## config.mk

```make
export PLATFORM = sky130hd
export DESIGN_NAME = rom_select
export DESIGN_NICKNAME = d
export VERILOG_FILES = /design/src/rtl/nes_ctrl_pkg.sv /design/src/rtl/btn_debounce.sv /design/src/rtl/rom_select.sv
export SDC_FILE = /design/constraint.sdc
export NUM_CORES = 1
export LEC_CHECK = 0
export CAP_MARGIN = 20
export CORE_MARGIN = 3
export CORE_UTILIZATION = 45
export CTS_CLUSTER_SIZE = 16
export DETAILED_ROUTE_END_ITERATION = 10
export PLACE_DENSITY = 0.66
export SLEW_MARGIN = 5
export SYNTH_ARGS = -nofsm -noshare
export SYNTH_HDL_FRONTEND = slang
export SYNTH_HIERARCHICAL = 1
export SYNTH_SLANG_ARGS = --single-unit
```

## constraint.sdc

```tcl
create_clock -name clock -period 2.7 [get_ports clock]
set_clock_uncertainty 0.1 [all_clocks]
set_input_delay 0.54 -clock clock [delete_from_list [all_inputs] [get_ports clock]]
set_output_delay 0.54 -clock clock [all_outputs]
set_load 0.05 [all_outputs]
```

## src/rtl/nes_ctrl_pkg.sv

```systemverilog
// nes_ctrl_pkg
// Shared definitions for the ROM-select controller:
//   - state_e         : FSM state encoding for rom_select
//   - WAIT_LOW_CYCLES : how long to wait for the loader to drop load_done
//   - next_index()    : ROM index increment with wrap at the ROM count
package nes_ctrl_pkg;

  typedef enum logic [2:0] {
    ST_IDLE      = 3'd0,
    ST_PRESSED   = 3'd1,
    ST_LONG_HELD = 3'd2,
    ST_PULSE     = 3'd3,
    ST_WAIT_LOW  = 3'd4,
    ST_WAIT_DONE = 3'd5
  } state_e;

  // Cycles spent in WAIT_LOW before assuming the loader missed the request.
  localparam int unsigned WAIT_LOW_CYCLES = 16;
  localparam int unsigned WAIT_CNT_W      = $clog2(WAIT_LOW_CYCLES);
  localparam logic [WAIT_CNT_W-1:0] WAIT_LAST = WAIT_CNT_W'(WAIT_LOW_CYCLES - 1);

  // Next ROM image number; wraps to 0 after num_roms-1, pinned at 0 for one ROM.
  function automatic logic [3:0] next_index(input logic [3:0] idx,
                                            input int unsigned num_roms);
    logic [3:0] nxt;
    if (num_roms <= 32'd1) begin
      nxt = 4'd0;
    end else if ({28'd0, idx} >= (num_roms - 32'd1)) begin
      nxt = 4'd0;
    end else begin
      nxt = idx + 4'd1;
    end
    return nxt;
  endfunction

endpackage

```

## src/rtl/btn_debounce.sv

```systemverilog
// btn_debounce
// Two-flop synchronizer followed by a consecutive-cycle debouncer for an
// active-low push button.
// Ports:
//   clock  : system clock (rising edge)
//   reset  : asynchronous active-high reset
//   din_n  : raw active-low button, asynchronous to clock
//   level  : debounced level (1 = released), resets to 1
//   rise   : one-cycle pulse coincident with level changing 0 -> 1 (release)
//   fall   : one-cycle pulse coincident with level changing 1 -> 0 (press)
module btn_debounce #(
  parameter int unsigned DEBOUNCE_CYCLES = 65536
) (
  input  logic clock,
  input  logic reset,
  input  logic din_n,
  output logic level,
  output logic rise,
  output logic fall
);

  localparam int unsigned CNT_W = $clog2(DEBOUNCE_CYCLES + 1);
  localparam logic [CNT_W-1:0] CNT_LAST = CNT_W'(DEBOUNCE_CYCLES - 1);

  logic             sync1_q, sync1_d;
  logic             sync2_q, sync2_d;
  logic             level_q, level_d;
  logic             rise_q,  rise_d;
  logic             fall_q,  fall_d;
  logic [CNT_W-1:0] cnt_q,   cnt_d;

  // Next-state logic: count cycles where the synchronized input disagrees
  // with the debounced level; any agreement restarts the count.
  always_comb begin
    sync1_d = din_n;
    sync2_d = sync1_q;
    level_d = level_q;
    rise_d  = 1'b0;
    fall_d  = 1'b0;
    cnt_d   = '0;
    if (sync2_q != level_q) begin
      if (cnt_q == CNT_LAST) begin
        // Last required disagreeing cycle: accept the new level now.
        level_d = sync2_q;
        rise_d  = sync2_q;
        fall_d  = ~sync2_q;
        cnt_d   = '0;
      end else begin
        cnt_d = cnt_q + CNT_W'(1);
      end
    end else begin
      cnt_d = '0;
    end
  end

  // State registers; synchronizer and level idle high (button released).
  always_ff @(posedge clock or posedge reset) begin
    if (reset) begin
      sync1_q <= 1'b1;
      sync2_q <= 1'b1;
      level_q <= 1'b1;
      rise_q  <= 1'b0;
      fall_q  <= 1'b0;
      cnt_q   <= '0;
    end else begin
      sync1_q <= sync1_d;
      sync2_q <= sync2_d;
      level_q <= level_d;
      rise_q  <= rise_d;
      fall_q  <= fall_d;
      cnt_q   <= cnt_d;
    end
  end

  assign level = level_q;
  assign rise  = rise_q;
  assign fall  = fall_q;

endmodule

```

## src/rtl/rom_select.sv

```systemverilog
// rom_select
// Single-button ROM image selector. A short press advances to the next image,
// a long press reloads the current one. Each selection produces one reload
// pulse, after which the block stays busy until the loader reports done and
// the button is released.
// Ports:
//   clock     : system clock (rising edge)
//   reset     : asynchronous active-high reset
//   btn_n     : raw active-low select button, asynchronous
//   load_done : loader has finished the current image
//   reload    : one-cycle request to load image `index`
//   index     : currently selected ROM image
//   busy      : high from the reload pulse until the load completes
module rom_select
  import nes_ctrl_pkg::*;
#(
  parameter int unsigned DEBOUNCE_CYCLES   = 65536,
  parameter int unsigned LONG_PRESS_CYCLES = 16777216,
  parameter int unsigned NUM_ROMS          = 8
) (
  input  logic       clock,
  input  logic       reset,
  input  logic       btn_n,
  input  logic       load_done,
  output logic       reload,
  output logic [3:0] index,
  output logic       busy
);

  localparam int unsigned HOLD_W = $clog2(LONG_PRESS_CYCLES + 1);
  localparam logic [HOLD_W-1:0] HOLD_MAX = HOLD_W'(LONG_PRESS_CYCLES);

  logic level_s;
  logic rise_s;
  logic fall_s;
  logic short_press_s;

  state_e                state_q,    state_d;
  logic [HOLD_W-1:0]     hold_cnt_q, hold_cnt_d;
  logic [WAIT_CNT_W-1:0] wait_cnt_q, wait_cnt_d;
  logic [3:0]            index_q,    index_d;
  logic                  reload_q,   reload_d;
  logic                  busy_q,     busy_d;

  btn_debounce #(
    .DEBOUNCE_CYCLES(DEBOUNCE_CYCLES)
  ) u_debounce (
    .clock(clock),
    .reset(reset),
    .din_n(btn_n),
    .level(level_s),
    .rise (rise_s),
    .fall (fall_s)
  );

  // State register.
  always_ff @(posedge clock or posedge reset) begin
    if (reset) begin
      state_q <= ST_IDLE;
    end else begin
      state_q <= state_d;
    end
  end

  // Release before the hold threshold is a short press (advance index).
  always_comb begin
    short_press_s = 1'b0;
    if ((state_q == ST_PRESSED) && rise_s && (hold_cnt_q < HOLD_MAX)) begin
      short_press_s = 1'b1;
    end else begin
      short_press_s = 1'b0;
    end
  end

  // Next-state logic. Presses are only seen in IDLE, so presses while busy
  // are dropped rather than queued.
  always_comb begin
    state_d = state_q;
    case (state_q)
      ST_IDLE: begin
        if (fall_s) state_d = ST_PRESSED;
        else        state_d = ST_IDLE;
      end
      ST_PRESSED: begin
        if (short_press_s)               state_d = ST_PULSE;
        else if (hold_cnt_q == HOLD_MAX) state_d = ST_PULSE;
        else                             state_d = ST_PRESSED;
      end
      ST_PULSE: begin
        if (level_s) state_d = ST_WAIT_LOW;
        else         state_d = ST_LONG_HELD;
      end
      ST_LONG_HELD: begin
        if (level_s) state_d = ST_WAIT_LOW;
        else         state_d = ST_LONG_HELD;
      end
      ST_WAIT_LOW: begin
        // Leave on the loader's acknowledge, or give up after the timeout.
        if (!load_done || (wait_cnt_q == WAIT_LAST)) state_d = ST_WAIT_DONE;
        else                                          state_d = ST_WAIT_LOW;
      end
      ST_WAIT_DONE: begin
        if (load_done && level_s) state_d = ST_IDLE;
        else                      state_d = ST_WAIT_DONE;
      end
      default: state_d = ST_IDLE;
    endcase
  end

  // Output and counter logic. Outputs are decoded from the next state so the
  // registered reload/busy line up with the state they describe.
  always_comb begin
    index_d    = index_q;
    reload_d   = 1'b0;
    busy_d     = 1'b0;
    hold_cnt_d = hold_cnt_q;
    wait_cnt_d = '0;

    if (short_press_s) begin
      index_d = next_index(index_q, NUM_ROMS);
    end else begin
      index_d = index_q;
    end

    reload_d = (state_d == ST_PULSE);
    busy_d   = !((state_d == ST_IDLE) || (state_d == ST_PRESSED));

    if (state_q == ST_IDLE) begin
      hold_cnt_d = '0;
    end else if ((state_q == ST_PRESSED) && (hold_cnt_q != HOLD_MAX)) begin
      hold_cnt_d = hold_cnt_q + HOLD_W'(1);
    end else begin
      hold_cnt_d = hold_cnt_q;
    end

    if (state_q == ST_WAIT_LOW) begin
      wait_cnt_d = wait_cnt_q + WAIT_CNT_W'(1);
    end else begin
      wait_cnt_d = '0;
    end
  end

  // Output and counter registers.
  always_ff @(posedge clock or posedge reset) begin
    if (reset) begin
      hold_cnt_q <= '0;
      wait_cnt_q <= '0;
      index_q    <= 4'd0;
      reload_q   <= 1'b0;
      busy_q     <= 1'b0;
    end else begin
      hold_cnt_q <= hold_cnt_d;
      wait_cnt_q <= wait_cnt_d;
      index_q    <= index_d;
      reload_q   <= reload_d;
      busy_q     <= busy_d;
    end
  end

  assign reload = reload_q;
  assign index  = index_q;
  assign busy   = busy_q;

endmodule

```

* Word level (Yosys, flattened, before mapping)
Index checks and enable logic that the tools add are counted.
** Storage, ports and cells
- Register bits after elaboration :: 60
- Latch bits :: 0
- RAM bits :: 0
- Bits in read-only memories :: 0
- Input bits :: 4
- Word-level logic and storage cells :: 62
- Memories kept :: 0
** Cells by class
- Add/subtract/negate cells :: 4
- Multipliers :: 0
- Div/mod/pow operators :: 0
- Magnitude comparators :: 2
- Equality and inequality tests :: 12
- Shift-type cells :: 0
- Muxes and demuxes :: 18
- Bitwise gates (word level) :: 1
- Reduce and logical (&&, ||, !) cells :: 13
** Operators with widths (count)
- two-way mux 25 bit :: 2
- two-way mux 17 bit :: 2
- adder 25 x 1 -> 25 bit, second input constant :: 1
- == test 25 bit, second input constant :: 1
- < comparator 25 bit, second input constant :: 1
- inequality test 25 bit, second input constant :: 1
- adder 17 x 1 -> 17 bit, second input constant :: 1
- == test 17 x 16 -> 1 bit, second input constant :: 1
- case mux 3 bit (5 select lines) :: 1
- == test 3 x 2 -> 1 bit, second input constant :: 3
- adder 4 x 1 -> 4 bit, second input constant :: 2
- two-way mux 4 bit :: 2
- two-way mux 1 bit :: 7
- == test 3 x 1 -> 1 bit, second input constant :: 2
- == test 3 bit, second input constant :: 2
- zero test 3 bit :: 2
- two-way mux 3 bit :: 2
- == test 4 bit, second input constant :: 1
- >= comparator 4 x 3 -> 1 bit, second input constant :: 1
- logical AND 1 bit :: 4
- two-way mux 2 bit :: 2
- zero test 1 bit :: 2
- logical OR 1 bit :: 2
- AND reduction 2 bit :: 1
- other kinds (4) :: 4

* Logic depth before layout (Yosys ltp)
- Word-level depth :: 9
- Mapped depth :: 7
- Gate-level depth less buffers :: 5

* Hierarchy
Netlist, hierarchy kept.
** By module, submodules not included
- rom_select :: times used 1, cells each 230, area an instance 2109.5 µm²
- btn_debounce :: times used 1, cells each 92, area an instance 1008.5 µm²

* Worst setup path after synthesis
Ideal clock, no wire load.
- Kind :: reg-to-reg
- From :: register state_q[1]
- To :: register hold_cnt_q[9]
- Arrival :: 2.086 ns
- Data required time :: 2.522 ns
- Setup slack :: 0.436 ns
- Cell stages (with the launch flop) :: 8
- Cell sequence :: dfrtp_1 > buf_6 > or3b_1 > buf_6 > or4_4 > buf_6 > or3_1 > a21oi_1
** Between the ends
- Word-level cells in the longest chain between the ends :: 3
- Elaborated cells between the ends (all ways) :: 5
** RTL lines
- start: declaration :: line rom_select.sv:38 : state_e state_q, state_d;
- start signal: assignment :: line rom_select.sv:61 : state_q <= state_d;
- == test 3 x 1 -> 1 bit :: line rom_select.sv:130 : end else if ((state_q == ST_PRESSED) && (hold_cnt_q != HOLD_MAX)) begin
- logical AND 1 bit :: line rom_select.sv:130
- nonzero test 2 bit (no source line)
- end signal: assignment :: line rom_select.sv:152 : hold_cnt_q <= hold_cnt_d;
- end: declaration :: line rom_select.sv:39 : logic [HOLD_W-1:0] hold_cnt_q, hold_cnt_d;
Several ways; a longest one is shown, not always the timed one.
A chain may end at the register's enable or synchronous reset.

* Final worst setup path
- From :: register state_q[1]
- To :: register hold_cnt_q[19]
Same word-level chain as after synthesis.

==> out/qor.csv <==
stage,metric,value,unit
synthesis,ys_warn_count,6,
finish,layout-area-overhead-vs-synth,12.0,%
timing,finalSetupTns,0,ns
route,vias,2495,
synthesis,netlist_instances,322,
finish,mostFrequentLayoutCell,dfrtp_1,
timing,slew_viol_final,0,
timing,period_share,0.906,
placed_design,place.gp.congestion,0.830,
floorplanning,die_area,0.00796,mm^2
synthesis,synth.avg_cell_area,9.68,um^2
clocking,clockRootBuffer,clkbuf_8,
placed_design,numPortBuffers,9,
global_route,grt_util_all_layers,0.183,
floorplanning,die_w,89.2,um
power,total_power,1850,uW
global_route,grt_pass1_vias,2417,
finish,layout_common_cells,"57 x dfrtp_1, 37 x nor2_1, 24 x nand2_1",
setup_path,critPathCaptureType,flip-flop,
setup_path,path_class,flip-flop to flip-flop,
clocking,post_cts_buffers,0,
route,ant_nets,0,
route,drt_iter0_drc,226,
global_route,grt_pass1_wl,11100,um
timing,slew_headroom,0.461,
route,drt-total-wl,6540,um
setup_path,worst-path-buf-inv,0,
synthesis,synthFlopType,dfrtp_1,
clocking,h-tree-depth,3,
synthesis,syn_area,0.00312,mm^2
route,wl_per_cell,15.7,um
floorplanning,start_util,0.477,
global_route,antenna_found_initial,0,
route,wl_met2,3080,um
power,ir_drop,0.000331,V
timing,fin_crit,2.45,ns
route,vias_per_cell,6.00,
timing,timing.fmax,409,MHz
route,wl_met1,3110,um
power,powerDensity,530,mW/mm^2
synthesis,synth.distinct_cells,54,
hold_path,min_path_type,flip-flop to flip-flop,
placed_design,dp_hpwl,4440,um
finish,antenna_cells,0,
clocking,clock_sinks,60,
timing,rsz0062_at_grt,no,
finish,final_nets,343,
route,firstDrtPassIters,5,
setup_path,crit_required,2.87,ns
floorplanning,io_pins,10,
clocking,clkTransAtPathRegs,0.07,ns
finish,fin_util,0.534,
synthesis,synth_edf_count,0,
setup_path,arrival,2.62,ns
global_route,grt_max_degree,39,
clocking,clock_latency,0.34,ns
synthesis,synth_nets,331,
timing,worst_pin_slew,0.805,ns
route,wl_met3,279,um
setup_path,cp-start-kind,flip-flop,
outcome,status,finished clean,
finish,drive_above_1_share,0.112,
job,cap_violations,0,
timing,hold_viol_final,0,
clocking,cts-buffers-inserted,9,
setup_path,crit_family,simple AND/OR/NAND/NOR gates,
floorplanning,row_count,29,
setup_path,worst_path_max_delay_cell,or4_4,
clocking,cts_hold_buf,0,
power,p_leak,0.00144,uW
finish,fillers,593,
setup_path,critPathMaxStageDelay,0.67,ns
clocking,cts_tree,yes,
timing,setup_viol,0,
clocking,cts_resized,0,
floorplanning,core-area,0.00653,mm^2
global_route,grt-ovfl-total,0,
synthesis,synth.ff_latch_count,60,
setup_path,crit_path_cell_trace,or3b_1 > or4_4 > or4_1 > a21oi_1,
synthesis,postSynth.asyncResetShare,1.00,
clocking,cts_buffer_depth,2,
floorplanning,fp.dieH,89.2,um
synthesis,yosysSeqAreaShare,0.483,
route,dr.max_layer_used,met4,
route,route.detailed.drc,0,
setup_path,path_max_fanout,12,
-- layout make-up --
type	instances	area, um^2	share of cell area
clock buffers	9	124	0.0355
clock inverters	7	101	0.0290
inverters	9	33.8	0.00968
multi-input cells	239	1500	0.428
flip-flops and latches	60	1510	0.431
well taps	77	96.3	0.0276
repair buffers	15	135	0.0387
-- flip-flops by register name, summed over array words and instances (netlist names) --
signal              count
u_debounce/sync1_q      1
u_debounce/cnt_q       17
busy                    1
u_debounce/rise         1
state_q                 3
hold_cnt_q             25
u_debounce/fall         1
u_debounce/level        1
reload                  1
u_debounce/sync2_q      1
index                   4
wait_cnt_q              4
-- Yosys cell counts, drive strengths merged, types with 5 or more instances --
master / n / area share
or3: 7 / 0.014
a21oi: 14 / 0.022
or4: 5 / 0.014
dfrtp: 57 / 0.46
ha: 5 / 0.020
xnor2: 13 / 0.037
xor2: 7 / 0.020
o21ai: 10 / 0.016
nor3: 8 / 0.013
a31oi: 5 / 0.010
nor2: 37 / 0.045
and3: 6 / 0.012
inv: 9 / 0.011
clkbuf: 10 / 0.012
nand3: 18 / 0.029
and4: 5 / 0.014
nand4: 13 / 0.031
nand2: 25 / 0.033
nor4: 14 / 0.028
-- final timing paths --
| path | from | to | slack [ns] | depth (start not counted) |
|---|---|---|---|---|
| max | state_q[1] | hold_cnt_q[19] | 0.25 | 4 |
| min | u_debounce/sync1_q | u_debounce/sync2_q | 0.26 | 0 |
| max reg2reg | state_q[1] | hold_cnt_q[19] | 0.25 | 4 |
| min reg2reg | u_debounce/sync1_q | u_debounce/sync2_q | 0.26 | 0 |
| max in group asynchronous | reset | hold_cnt_q[13] | 1.59 | 3 |
| min in group asynchronous | reset | u_debounce/fall | 0.45 | 3 |
-- per-layer routing --
layer / vias up / GRT usage
met1: 1226 / 0.246
li1: 1209 / -
met4: 0 / 0.0650
met3: 8 / 0.0599
met5: - / 0
met2: 52 / 0.279
-- worst register-to-register path, delay by kind of cell (launching register included) --
| kind | cells | cell delay [ns] |
|---|---|---|
| DFF | 1 | 0.47 |
| and+or+nand+nor | 3 | 1.66 |
| AOI/OAI and AO/OA | 1 | 0.15 |
-- through the flow --
stage	hold slack (ns)	worst slack, ns	area (um^2)	cells
2_1_floorplan	0.245	0.436	3120	322
3_3_place_gp	0.247	0.347	3270	400
3_5_place_dp	0.249	0.297	3270	400
4_1_cts	0.260	0.258	3490	416
5_1_grt	0.267	0.163	3490	416
6_report	0.258	0.253	3490	416
-- power by group --
part	switching (uW)	internal, uW	leakage, uW
Clock	380	523	0.000106
Sequential	5.21	905	0.000810
Combinational	25.5	10.9	0.000526
Total	411	1440	0.00144
-- logic make-up after synthesis --
family	count (synthesis)	share of synthesized area
and+or+nand+nor	158	0.280
DFF	60	0.483
buffers and inverters	23	0.0377
xor gates and xnor gates	20	0.0562
AOI/OAI and AO/OA	53	0.111
muxes	3	0.0120
adders and majority gates	5	0.0201
Note: power is estimated with default switching activity, not from simulation.
